**config.mk**
```make
export PLATFORM = sky130hd
export DESIGN_NAME = weight_injector
export DESIGN_NICKNAME = d
export VERILOG_FILES = /design/src/rtl/weight_injector.sv
export SDC_FILE = /design/constraint.sdc
export NUM_CORES = 1
export LEC_CHECK = 0
export CORE_AREA = 2 2 156 158
export CTS_BUF_LIST = sky130_fd_sc_hd__clkbuf_8
export DETAILED_ROUTE_END_ITERATION = 12
export DIE_AREA = 0 0 158 160
export GPL_ROUTABILITY_DRIVEN = 0
export HOLD_SLACK_MARGIN = 0.03
export PLACE_DENSITY = 0.79
export REMOVE_ABC_BUFFERS = 1
export SLEW_MARGIN = 0
export SYNTH_ARGS = -nofsm -noshare
export SYNTH_HDL_FRONTEND = slang
export SYNTH_SLANG_ARGS = --single-unit
export TNS_END_PERCENT = 50
```
**constraint.sdc**
```tcl
create_clock -name clk -period 2.3 [get_ports clk]
set_input_delay 0.345 -clock clk [delete_from_list [all_inputs] [get_ports clk]]
set_output_delay 0.345 -clock clk [all_outputs]
set_load 0.02 [all_outputs]
```
**src/rtl/weight_injector.sv**
```systemverilog
// Weight injector: streams COLS weights per grid row out of the weight buffer,
// assembles them into a row vector and hands each row to the PE grid with a tag.
//
// state    | meaning
// ST_IDLE  | waiting for start; config checked here
// ST_FETCH | one buffer read per cycle, columns 0..COLS-1
// ST_WAIT  | last column's read data lands
// ST_ISSUE | row presented to the grid until accepted (stall low)
// ST_DONE  | one-cycle completion pulse
module weight_injector #(
  parameter int DATA_WIDTH = 16,
  parameter int COLS       = 14,
  parameter int ROWS       = 12,
  parameter int ID_WIDTH   = 4,
  parameter int ADDR_WIDTH = 10
) (
  input  logic                       clk,
  input  logic                       rst,
  input  logic                       start,
  input  logic [ADDR_WIDTH-1:0]      cfg_base_addr,
  input  logic [ID_WIDTH-1:0]        cfg_first_row,
  input  logic [ID_WIDTH-1:0]        cfg_num_rows,
  output logic                       rd_req,
  output logic [ADDR_WIDTH-1:0]      rd_addr,
  input  logic [DATA_WIDTH-1:0]      rd_data,
  input  logic                       stall,
  output logic [COLS*DATA_WIDTH-1:0] row_weight_vals,
  output logic [ID_WIDTH-1:0]        tag_row,
  output logic                       valid_y,
  output logic                       busy,
  output logic                       done,
  output logic                       err
);

  localparam int COL_W = $clog2(COLS);

  typedef enum logic [2:0] {
    ST_IDLE,
    ST_FETCH,
    ST_WAIT,
    ST_ISSUE,
    ST_DONE
  } state_t;

  state_t state, state_nxt;

  logic [ADDR_WIDTH-1:0]      addr_q;
  logic [ID_WIDTH-1:0]        first_row_q;
  logic [ID_WIDTH-1:0]        num_rows_q;
  logic [ID_WIDTH-1:0]        row_idx;
  logic [COL_W-1:0]           col_idx;
  logic                       cap_pend;
  logic [COL_W-1:0]           cap_col;
  logic [COLS*DATA_WIDTH-1:0] vals_q;
  logic [ID_WIDTH-1:0]        tag_q;
  logic                       err_q;

  logic [ID_WIDTH:0] row_end;
  logic              cfg_legal;
  logic              last_col;
  logic              last_row;
  logic              launch;

  assign row_end   = {1'b0, cfg_first_row} + {1'b0, cfg_num_rows};
  assign cfg_legal = (cfg_num_rows != '0) && (row_end <= (ID_WIDTH+1)'(ROWS));
  assign last_col  = (col_idx == COL_W'(COLS - 1));
  assign last_row  = ((row_idx + ID_WIDTH'(1)) == num_rows_q);
  assign launch    = (state == ST_IDLE) && start && cfg_legal;

  always_ff @(posedge clk or negedge rst) begin
    if (!rst) state <= ST_IDLE;
    else      state <= state_nxt;
  end

  always_comb begin
    state_nxt = state;
    case (state)
      ST_IDLE:  if (launch) state_nxt = ST_FETCH;
      ST_FETCH: if (last_col) state_nxt = ST_WAIT;
      ST_WAIT:  state_nxt = ST_ISSUE;
      ST_ISSUE: if (!stall) state_nxt = last_row ? ST_DONE : ST_FETCH;
      ST_DONE:  state_nxt = ST_IDLE;
      default:  state_nxt = ST_IDLE;
    endcase
  end

  // Rows are contiguous in the buffer, so one running address covers
  // base + row*COLS + col without a multiplier; it wraps at 2^ADDR_WIDTH.
  always_ff @(posedge clk or negedge rst) begin
    if (!rst) begin
      addr_q      <= '0;
      first_row_q <= '0;
      num_rows_q  <= '0;
      row_idx     <= '0;
      col_idx     <= '0;
      cap_pend    <= 1'b0;
      cap_col     <= '0;
      vals_q      <= '0;
      tag_q       <= '0;
      err_q       <= 1'b0;
    end else begin
      err_q    <= (state == ST_IDLE) && start && !cfg_legal;
      cap_pend <= (state == ST_FETCH);
      cap_col  <= col_idx;
      if (cap_pend)
        vals_q[cap_col*DATA_WIDTH +: DATA_WIDTH] <= rd_data;
      case (state)
        ST_IDLE: begin
          if (launch) begin
            addr_q      <= cfg_base_addr;
            first_row_q <= cfg_first_row;
            num_rows_q  <= cfg_num_rows;
            row_idx     <= '0;
            col_idx     <= '0;
          end
        end
        ST_FETCH: begin
          addr_q  <= addr_q + ADDR_WIDTH'(1);
          col_idx <= last_col ? '0 : col_idx + COL_W'(1);
        end
        ST_WAIT: tag_q <= first_row_q + row_idx;
        ST_ISSUE: begin
          if (!stall && !last_row) row_idx <= row_idx + ID_WIDTH'(1);
        end
        default: ;
      endcase
    end
  end

  assign rd_req          = (state == ST_FETCH);
  assign rd_addr         = addr_q;
  assign row_weight_vals = vals_q;
  assign tag_row         = tag_q;
  assign valid_y         = (state == ST_ISSUE);
  assign busy            = (state != ST_IDLE);
  assign done            = (state == ST_DONE);
  assign err             = err_q;

endmodule
```
==> flow_summary.ini <==
[yosys]
synthMuxAreaShare_pct = 15.0
yosysUniqueCellTypes = 53
synth_top_family_by_area = multiplexers
synth_ff_type = dfrtp_1
synth_edf_count = 0
synth_xor_area_share_pct = 1.05
synth_compound_area_share_pct = 7.73
async_flop_share_pct = 100
synthSimpleGateAreaFrac_pct = 9.72
synthesis.area_um2 = 10800
yosysWarnings = 0
synthCells = 889
syn_area_per_cell_um2 = 12.1
synthAdderAreaFrac_pct = 1.89
seq_area_frac_synth_pct = 61.2
synth.ff_latch_count = 263

[clocking]
clkLatencyLatePin_ns = 0.55
clock-sinks = 263
htree_num_levels = 2
clock_tree.buffer_depth = 3
cts_buffers = 43
cts_root_buf = clkbuf_8
tritoncts = yes
cts.reportedPaths.clkPinSlew_ns = 0.06

[floorplan]
start_util_pct = 45.1
dieArea_um2 = 25300
coreArea_um2 = 23800
io_pins = 281
die_h_um = 160
rows = 57
fp.dieW_um = 158

[cells_and_area]
syn_to_final_growth_pct = 40.8
fin_util_pct = 63.5
fin_nets = 1261
final_cell_count_no_fill = 1561
drive_above_1_share_pct = 21.9
diodes = 0

[detailed_routing]
wire_per_inst_um = 18.6
vias = 7962
drt_iter0_markers = 398
post-route-drc-count = 0
drt-pass1-iter-count = 6
ant_nets = 0
viasPerCell = 5.10
routed_wl_mm = 29.1

[global_route]
track_usage_pct = 23.2
first_global_vias = 8256
grt_pass1_wl_mm = 45.3
grt_antenna_before_repair = 0
grt_overflow = 0
grt_max_degree = 71

[critical_path]
arrival_ns = 2.63
path_cells = clkdlybuf4s50_1, inv_1, fa_2, a21oi_2, a221o_1, a21o_4, clkbuf_16, o22a_1, o21a_1
slowest_stage = fa_2
start_kind = primary input
worst-setup-path-type = in -> reg
endpoint_kind = flip-flop
cp.required_ns = 2.72
cp_slowest_stage_delay_ns = 0.58
crit_fanout = 7

[placement]
port_buffers = 280
placed_cells = 1481
hpwl_mm = 20.2

[timing]
layout_min_cycle_time_ns = 2.22
max_freq_mhz = 451
finalSetupTns_ns = 0
drv_slew = 0
fin_crit_sh_pct = 96.4
fin_skew_ns = 0.0287
slew_headroom_pct = 54.9
hold_violations = 0
worstMarginPinSlew_ns = 0.674
setup_viol = 0

[pwr]
internal_power_mw = 15.0
clkPwrFrac_pct = 15.9
comb_power_share_pct = 51.1
p_per_area_nw_per_um2 = 1630
leakagePower_nw = 6.74
ir_worst_vdd_mv = 0.866
swShare_pct = 39.0
p_seq_share_pct = 33.0
switchingPower_mw = 9.62

[min_path]
hold_class = in -> reg

[flow_run]
max_cap_violations = 0

[run_status]
outcome = complete, no violations
==> power groups by stage <==
stage | clock [mW] | combinational, mW | sequential, mW
2_1_floorplan | 0 | 4.10 | 10.4
6_report | 3.92 | 12.6 | 8.14
3_5_place_dp | 0 | 12.5 | 8.19
3_3_place_gp | 0 | 12.2 | 8.10
5_1_grt | 4.24 | 13.4 | 8.42
4_1_cts | 4.02 | 12.6 | 8.14
==> cells by family (layout without fill, tap and decap cells) <==
group                    Yosys count  count (layout)
multiplexers                     137             137
buffers and inverters             77             425
flip-flops                       263             263
adder cells (fa/ha/maj)           15              15
AO/OA/AOI/OAI                    148             148
XOR/XNOR                          12              12
AND/OR/NAND/NOR                  237             237
==> cell type report <==
class                   count  area [µm²]
fillers                  1862        8690
multi-input cells         549        3870
inverters                  20        75.1
clock inverters            23         130
repair buffers            331        3370
well taps                 324         405
clock buffers              51         702
flip-flops and latches    263        6580
==> layer usage <==
metal / global-route usage (%) / routed length [µm] / vias up / part of all wire (%)
met2: 38.4 / 14200 / 310 / 49
met4: 8.39 / 938 / 0 / 3.2
met1: 29.9 / 11800 / 3912 / 41
met3: 5.32 / 2170 / 67 / 7.4
met5: 0 / 0 / - / 0
li1: - / - / 3673 / -
==> synthesized netlist by cell type (all sizes together) (3+ instances only) <==
cell type | count | area share [%]
o221a | 5 | 0.52
or3 | 4 | 0.23
a31oi | 5 | 0.29
a21o | 7 | 0.49
buf | 27 | 1.6
nand2 | 176 | 6.2
xor2 | 5 | 0.48
inv | 20 | 0.70
nor4 | 3 | 0.37
xnor2 | 7 | 0.57
o21ai | 109 | 5.1
nor3 | 6 | 0.33
o22ai | 3 | 0.17
mux2 | 134 | 15
dfrtp | 263 | 61
and2 | 8 | 0.47
ha | 13 | 1.5
nand3 | 11 | 0.61
mux2i | 3 | 0.28
nor2 | 15 | 0.64
clkbuf | 30 | 1.1
a21oi | 11 | 0.51
==> state kept, by name, indices dropped and copies added, names as in the netlist <==
name and count:
cap_pend 1, col_idx 4, row_weight_vals 224, err 1, first_row_q 4, num_rows_q 4, state 3, tag_row 4
row_idx 4, cap_col 4, rd_addr 10
==> worst paths after layout <==
check,from,to,slack (ns),cells past startpoint
max in group asynchronous,rst,state[1],1.24,3
max,cfg_first_row[1],rd_addr[1],0.08,9
max reg2reg,cap_col[0],row_weight_vals[164],0.13,8
min reg2reg,col_idx[3],cap_col[3],0.46,0
min,cfg_first_row[0],first_row_q[0],0.10,2
min in group asynchronous,rst,row_weight_vals[139],0.34,2
==> worst max-delay path: cells and delay by family <==
kind,cells,cell delay (ns)
AOI/OAI and AO/OA,5,0.99
buffers and inverters,3,0.72
adders and majority gates,1,0.58
==> stage by stage <==
step                hold WS (ns)  power (mW)  setup slack (ns)  area (µm²)
floorplan                 0.0494        14.5            -0.354       10500
CTS                        0.365        24.7            0.0143       15000
detailed placement         0.352        20.7            -0.731       14200
global placement           0.346        20.3            -0.600       14200
finish                     0.104        24.6            0.0832       15100
global route               0.116        26.1           -0.0106       15100
==> cell usage in the layout, fill, tap and decap left out, drive strengths merged, types with 4 or more instances in the layout <==
master,instances
nand2,176
a21oi,11
o21ai,109
xor2,5
nand3,11
inv,34
buf,49
o221a,5
clkinv,7
a21o,7
dfrtp,263
or3,4
clkdlybuf4s50,273
xnor2,7
clkbuf,54
and2,8
a31oi,5
ha,13
nor3,6
nor2,15
mux2,134
==> repair_timing <==
action                                  in CTS  in global routing
buffers inserted                             0                  3
endpoints found under the setup margin      10                 48
gates cloned                                 0                  2
hold buffers                                 1                  0
hold endpoints to repair                    65                  0
resized for setup                            9                 15
pin swaps                                    0                  3
(Power assumes the default switching activity.)
==> RTL edit 1 (config.mk and constraints unchanged) <==
Put one more register stage on the output `err`, without a reset. The value now appears one clock later. The other outputs are not delayed to match.
--- a/src/rtl/weight_injector.sv
+++ b/src/rtl/weight_injector.sv
@@ -135,5 +135,7 @@
   assign busy            = (state != ST_IDLE);
   assign done            = (state == ST_DONE);
-  assign err             = err_q;
+  always_ff @(posedge clk) begin
+    err <= err_q;
+  end
 
 endmodule
Formal check against the unedited RTL: not equivalent (a bounded check fails within 4 cycles, from zero or initial values and one cycle with rst low).
==> RTL edit 1 against the original RTL <==
- sequential cell count grew 1
- power grew 1.4%
- clock skew shrank 0.0067 ns
- largest power group unchanged
- setup slack lost 0.0062 ns
- synthesized cell count grew 0.11%
- maximum frequency shrank 0.28%
- die area is the same
- area after synthesis grew 0.19%
- wire length grew 2.4%
- largest cell class unchanged
- design area grew 0.26%
- register-to-register slack gained 0.02 ns
- highest routed layer unchanged
- clock power grew 8.4%
- cell count grew 0.19%
==> RTL edit 1: results (changes against the original RTL) <==
* Worst setup path start: cfg_num_rows[1]
* Async set-reset flop share out of synthesis at 0.996 (-0.00379)
* Cell internal pwr at 15200 uW (+1.4%)
* Fill count at 1898 (+1.9%)
* Clock buffer depth at 3 (unchanged)
* Tot GR Track Use at 0.237 (+0.00551)
* Worst path top cell family by delay: buffers and inverters
* Reg2reg setup slack at 0.15 ns (+0.02 ns)
* Global-route wire length before repair at 46300 um (+2.0%)
* Starting DRC count in detailed routing at 356 (-11%)
* M3 GR Usage at 0.0583 (+0.00516)
* Share of cells above drive strength 1 at 0.219 (-0.000530)
* Period utilization at 0.967 (+0.00270)
* Routed wl met3 at 2250 um (+3.8%)
* Vias at 8047 (+1.1%)
* FF+latch area at 6600 sq um (+0.29%)
* Met1 Track Usage GR at 0.305 (+0.00599)
* LEAKAGE at 0.00678 uW (+0.52%)
* Post-DP HPWL at 20300 um (+0.81%)
* # diodes at 0 (unchanged)
* Worst hold slack at 0.198 ns (+0.0939 ns)
* Reg-to-Reg End: row_weight_vals[108]
* Cts repair resizes at 7 (-2)
* Number of global-route vias before repair at 8184 (-0.87%)
* Register area share after synthesis at 0.613 (+0.000721)
* Crit path capture: row_idx[3]
* GR Util met2 at 0.387 (+0.00296)
* Crit-path max cell delay at 0.52 ns (-0.06 ns)
* Max FFs per register at 224 (unchanged)
* Slowest cell on crit path: fa_2
* Peak VDD IR at 1.08 mV (+25%)
* Metal2 WL at 14500 um (+1.8%)
* M1 wire length at 12000 um (+1.6%)
* Pin count of the biggest net entering global routing at 72 (+1.4%)
* Skew final at 0.0220 ns (-0.00670 ns)
* Pre-CTS setup slack at -0.708 ns (+0.0232 ns)
* Hold Path Class: in2reg
* Slew margin rel. at 0.541 (-0.00795)
* Dpl cells at 1482 (+0.068%)
* Top cells by area, synth: dfrtp_1 61%, mux2_2 11%, nand2_1 6.1%
* Average wire per standard cell at 19.1 um (+2.2%)
* Non-Filler Instances at 1564 (+0.19%)
* Status: finished clean
* Router iterations before antenna repair at 5 (-1)
* CTS buffer count at 44 (+2.3%)
* Cell variety after synth at 54 (+1.9%)
* Worst EP arrival at 2.65 ns (+0.02 ns)
-- RTL edit 1: power by group through the flow --
stage	Sequential (uW)	Clock (uW)	Combinational [uW]
2_1_floorplan	10400	0	4100
3_3_place_gp	8110	0	12300
3_5_place_dp	8200	0	12600
4_1_cts	8140	4340	12600
5_1_grt	8430	4550	13400
6_report	8140	4250	12600
-- RTL edit 1: cell families (layout without fill, tap and decap cells) --
kind of cell    count (synthesis)  in the layout  share of synthesized area
compound gates                148            148                     0.0771
xor+xnor                       12             12                     0.0105
fa+ha+maj                      15             15                     0.0188
buf+inv                        77            427                     0.0336
flops                         264            264                      0.613
mux                           137            137                      0.150
simple gates                  237            237                     0.0970
-- RTL edit 1: layout make-up --
| type | instances | area share |
|---|---|---|
| Inverter | 20 | 0.00495 |
| Clock inverter | 26 | 0.0113 |
| Timing Repair Buffer | 327 | 0.219 |
| Tap cell | 324 | 0.0267 |
| Multi-Input combinational cell | 549 | 0.253 |
| Clock buffer | 54 | 0.0490 |
| Sequential cell | 264 | 0.435 |
==> RTL edit 2 (config.mk and constraints unchanged) <==
Made on the original files. Set the parameter `ID_WIDTH` to 3 (it was 4).
--- a/src/rtl/weight_injector.sv
+++ b/src/rtl/weight_injector.sv
@@ -12,5 +12,5 @@
   parameter int COLS       = 14,
   parameter int ROWS       = 12,
-  parameter int ID_WIDTH   = 4,
+  parameter int ID_WIDTH   = 3,
   parameter int ADDR_WIDTH = 10
 ) (
Ports: changed (resized cfg_first_row, cfg_num_rows and tag_row); port bits go from 281 to 278. The function was not compared with the original's and may differ.
==> RTL edit 2 against the original RTL <==
- sequential power fell by 1%
- wire length fell by 4.7%
- setup slack got worse by 0.018 ns
- sequential cell count fell by 4
- cell count fell by 3.1%
- first-iteration DRC count fell by 11%
- design area fell by 3.5%
- critical path type unchanged
- non-clock buffer count fell by 9
- area after synthesis fell by 3.9%
- via count fell by 3.3%
- count of clock-buffer cells in the layout fell by 1
- power fell by 6.3%
- combinational power fell by 9.5%
==> RTL edit 2: results (changes against the original RTL) <==
* Hold Startpoint: cfg_first_row[0]
* Share of cells above drive strength 1 at 0.220 (+0.000434)
* Global-route wire length before repair at 43000 um (-5.2%)
* Worst EP arrival at 2.68 ns (+0.05 ns)
* CTS buffer count at 42 (-2.3%)
* Post-synthesis mux area share at 0.160 (+0.00937)
* Final nets at 1209 (-4.1%)
* Compound-Gate Fraction of Synth Area at 0.0613 (-0.0160)
* H-tree levels at 2 (unchanged)
* Final Max Slew Viols at 0 (unchanged)
* Starting DRC count in detailed routing at 353 (-11%)
* Worst hold slack at 0.158 ns (+0.0541 ns)
* Cell variety after synth at 48 (-9.4%)
* Tot GR Track Use at 0.220 (-0.0120)
* Antenna violations before repair at 0 (unchanged)
* Sink of the worst hold path: first_row_q[0]
* Worst-Margin Slew at 0.849 ns (+0.175 ns)
* Root buffer cell: clkbuf_8
* Post-synth top cells: 259 x dfrtp_1, 167 x nand2_1, 144 x mux2_2, 87 x o21ai_0, 33 x clkbuf_1
* Crit-path max cell delay at 0.47 ns (-0.11 ns)
* Drt total wl at 27700 um (-4.7%)
* Post-Synth XOR/XNOR Area at 0.00823 (-0.00224)
* Post-DP HPWL at 19300 um (-4.1%)
* Reg2reg setup slack at 0.12 ns
* Vias at 7700 (-3.3%)
* Hold Path Class: in2reg
* Critical R2R Launch: cap_col[0]
* Worst skew pair latency at 0.55 ns (about the same)
* Worst path top cell family by delay: buffers and inverters
* Pre-CTS setup slack at -0.664 ns (+0.0673 ns)
* Router iterations before antenna repair at 4 (-2)
* Skew final at 0.0150 ns (-0.0136 ns)
* Number of port buffers at 277 (-1.1%)
* Reg-to-Reg End: row_weight_vals[52]
* Async set-reset flop share out of synthesis at 1.00 (unchanged)
* Top cells by area, synth: dfrtp_1 63%, mux2_2 16%, nand2_1 6.1%
* Worst Reg-to-Reg Cells at 8 (unchanged)
* CP max FO at 7 (unchanged)
* Adder-Cell Fraction of Synth Area at 0.0160 (-0.00287)
* Slowest cell on crit path: clkdlybuf4s50_1
* CTS clk-pin slew, worst paths at 0.06 ns (about the same)
* Hold path cells at 4 (+2)
* Number of global-route vias before repair at 7634 (-7.5%)
* Register area share after synthesis at 0.627 (+0.0151)
* Pin count of the biggest net entering global routing at 59 (-17%)
* Peak VDD IR at 0.678 mV (-22%)
* # diodes at 0 (unchanged)
* Synth warnings at 0 (unchanged)
* LEAKAGE at 0.00649 uW (-3.7%)
* Status: finished clean
## RTL edit 2: worst max path at each step
stage	endpoint	slack (ns)	cells after the start	from
after floorplan	rd_addr[9]	-0.12	8	cfg_first_row[0]
after global placement	rd_addr[0]	-0.58	8	cfg_first_row[0]
after detailed placement	rd_addr[0]	-0.66	8	cfg_num_rows[0]
after CTS	rd_addr[0]	-0.03	9	cfg_first_row[0]
after global routing	rd_req	0.001	4	state[1]
final	rd_addr[2]	0.07	9	cfg_num_rows[1]
## RTL edit 2: where the power goes
part / internal, uW / leakage [uW] / switching (uW)
clock network: 1960 / 0.000464 / 1740
logic: 5540 / 0.00308 / 5810
registers: 6730 / 0.00294 / 1290
total: 14200 / 0.00649 / 8840
## RTL edit 2: routing by layer
metal / vias to the layer above / share of wire / track usage
li1: 3525 / - / -
met1: 3839 / 0.41 / 0.282
met2: 285 / 0.49 / 0.368
met3: 51 / 0.071 / 0.0502
met4: 0 / 0.029 / 0.0753
met5: - / 0 / 0
## RTL edit 2: what timing repair did
action | 4_1_cts | 5_1_grt
endpoints found under the setup margin | 12 | 84
pin swaps | 3 | 5
hold buffers | 1 | 0
endpoints found under the hold margin | 49 | 0
gates resized for setup | 11 | 7
setup buffers | 1 | 0
cloned | 1 | 1
## RTL edit 2: stage by stage
step                      std cells  cell area (sq um)
after floorplan                 794              10100
final                          1513              14600
after global placement         1437              13700
after CTS                      1512              14600
after detailed placement       1437              13700
after global routing           1513              14600
## RTL edit 2: cell type report
type	instances	area (sq um)
Tap cell	324	405
Clock inverter	22	96.3
Inverter	15	56.3
Multi-Input combinational cell	521	3640
Sequential cell	259	6480
Timing Repair Buffer	322	3230
Clock buffer	50	688
Fill cell	1897	9220
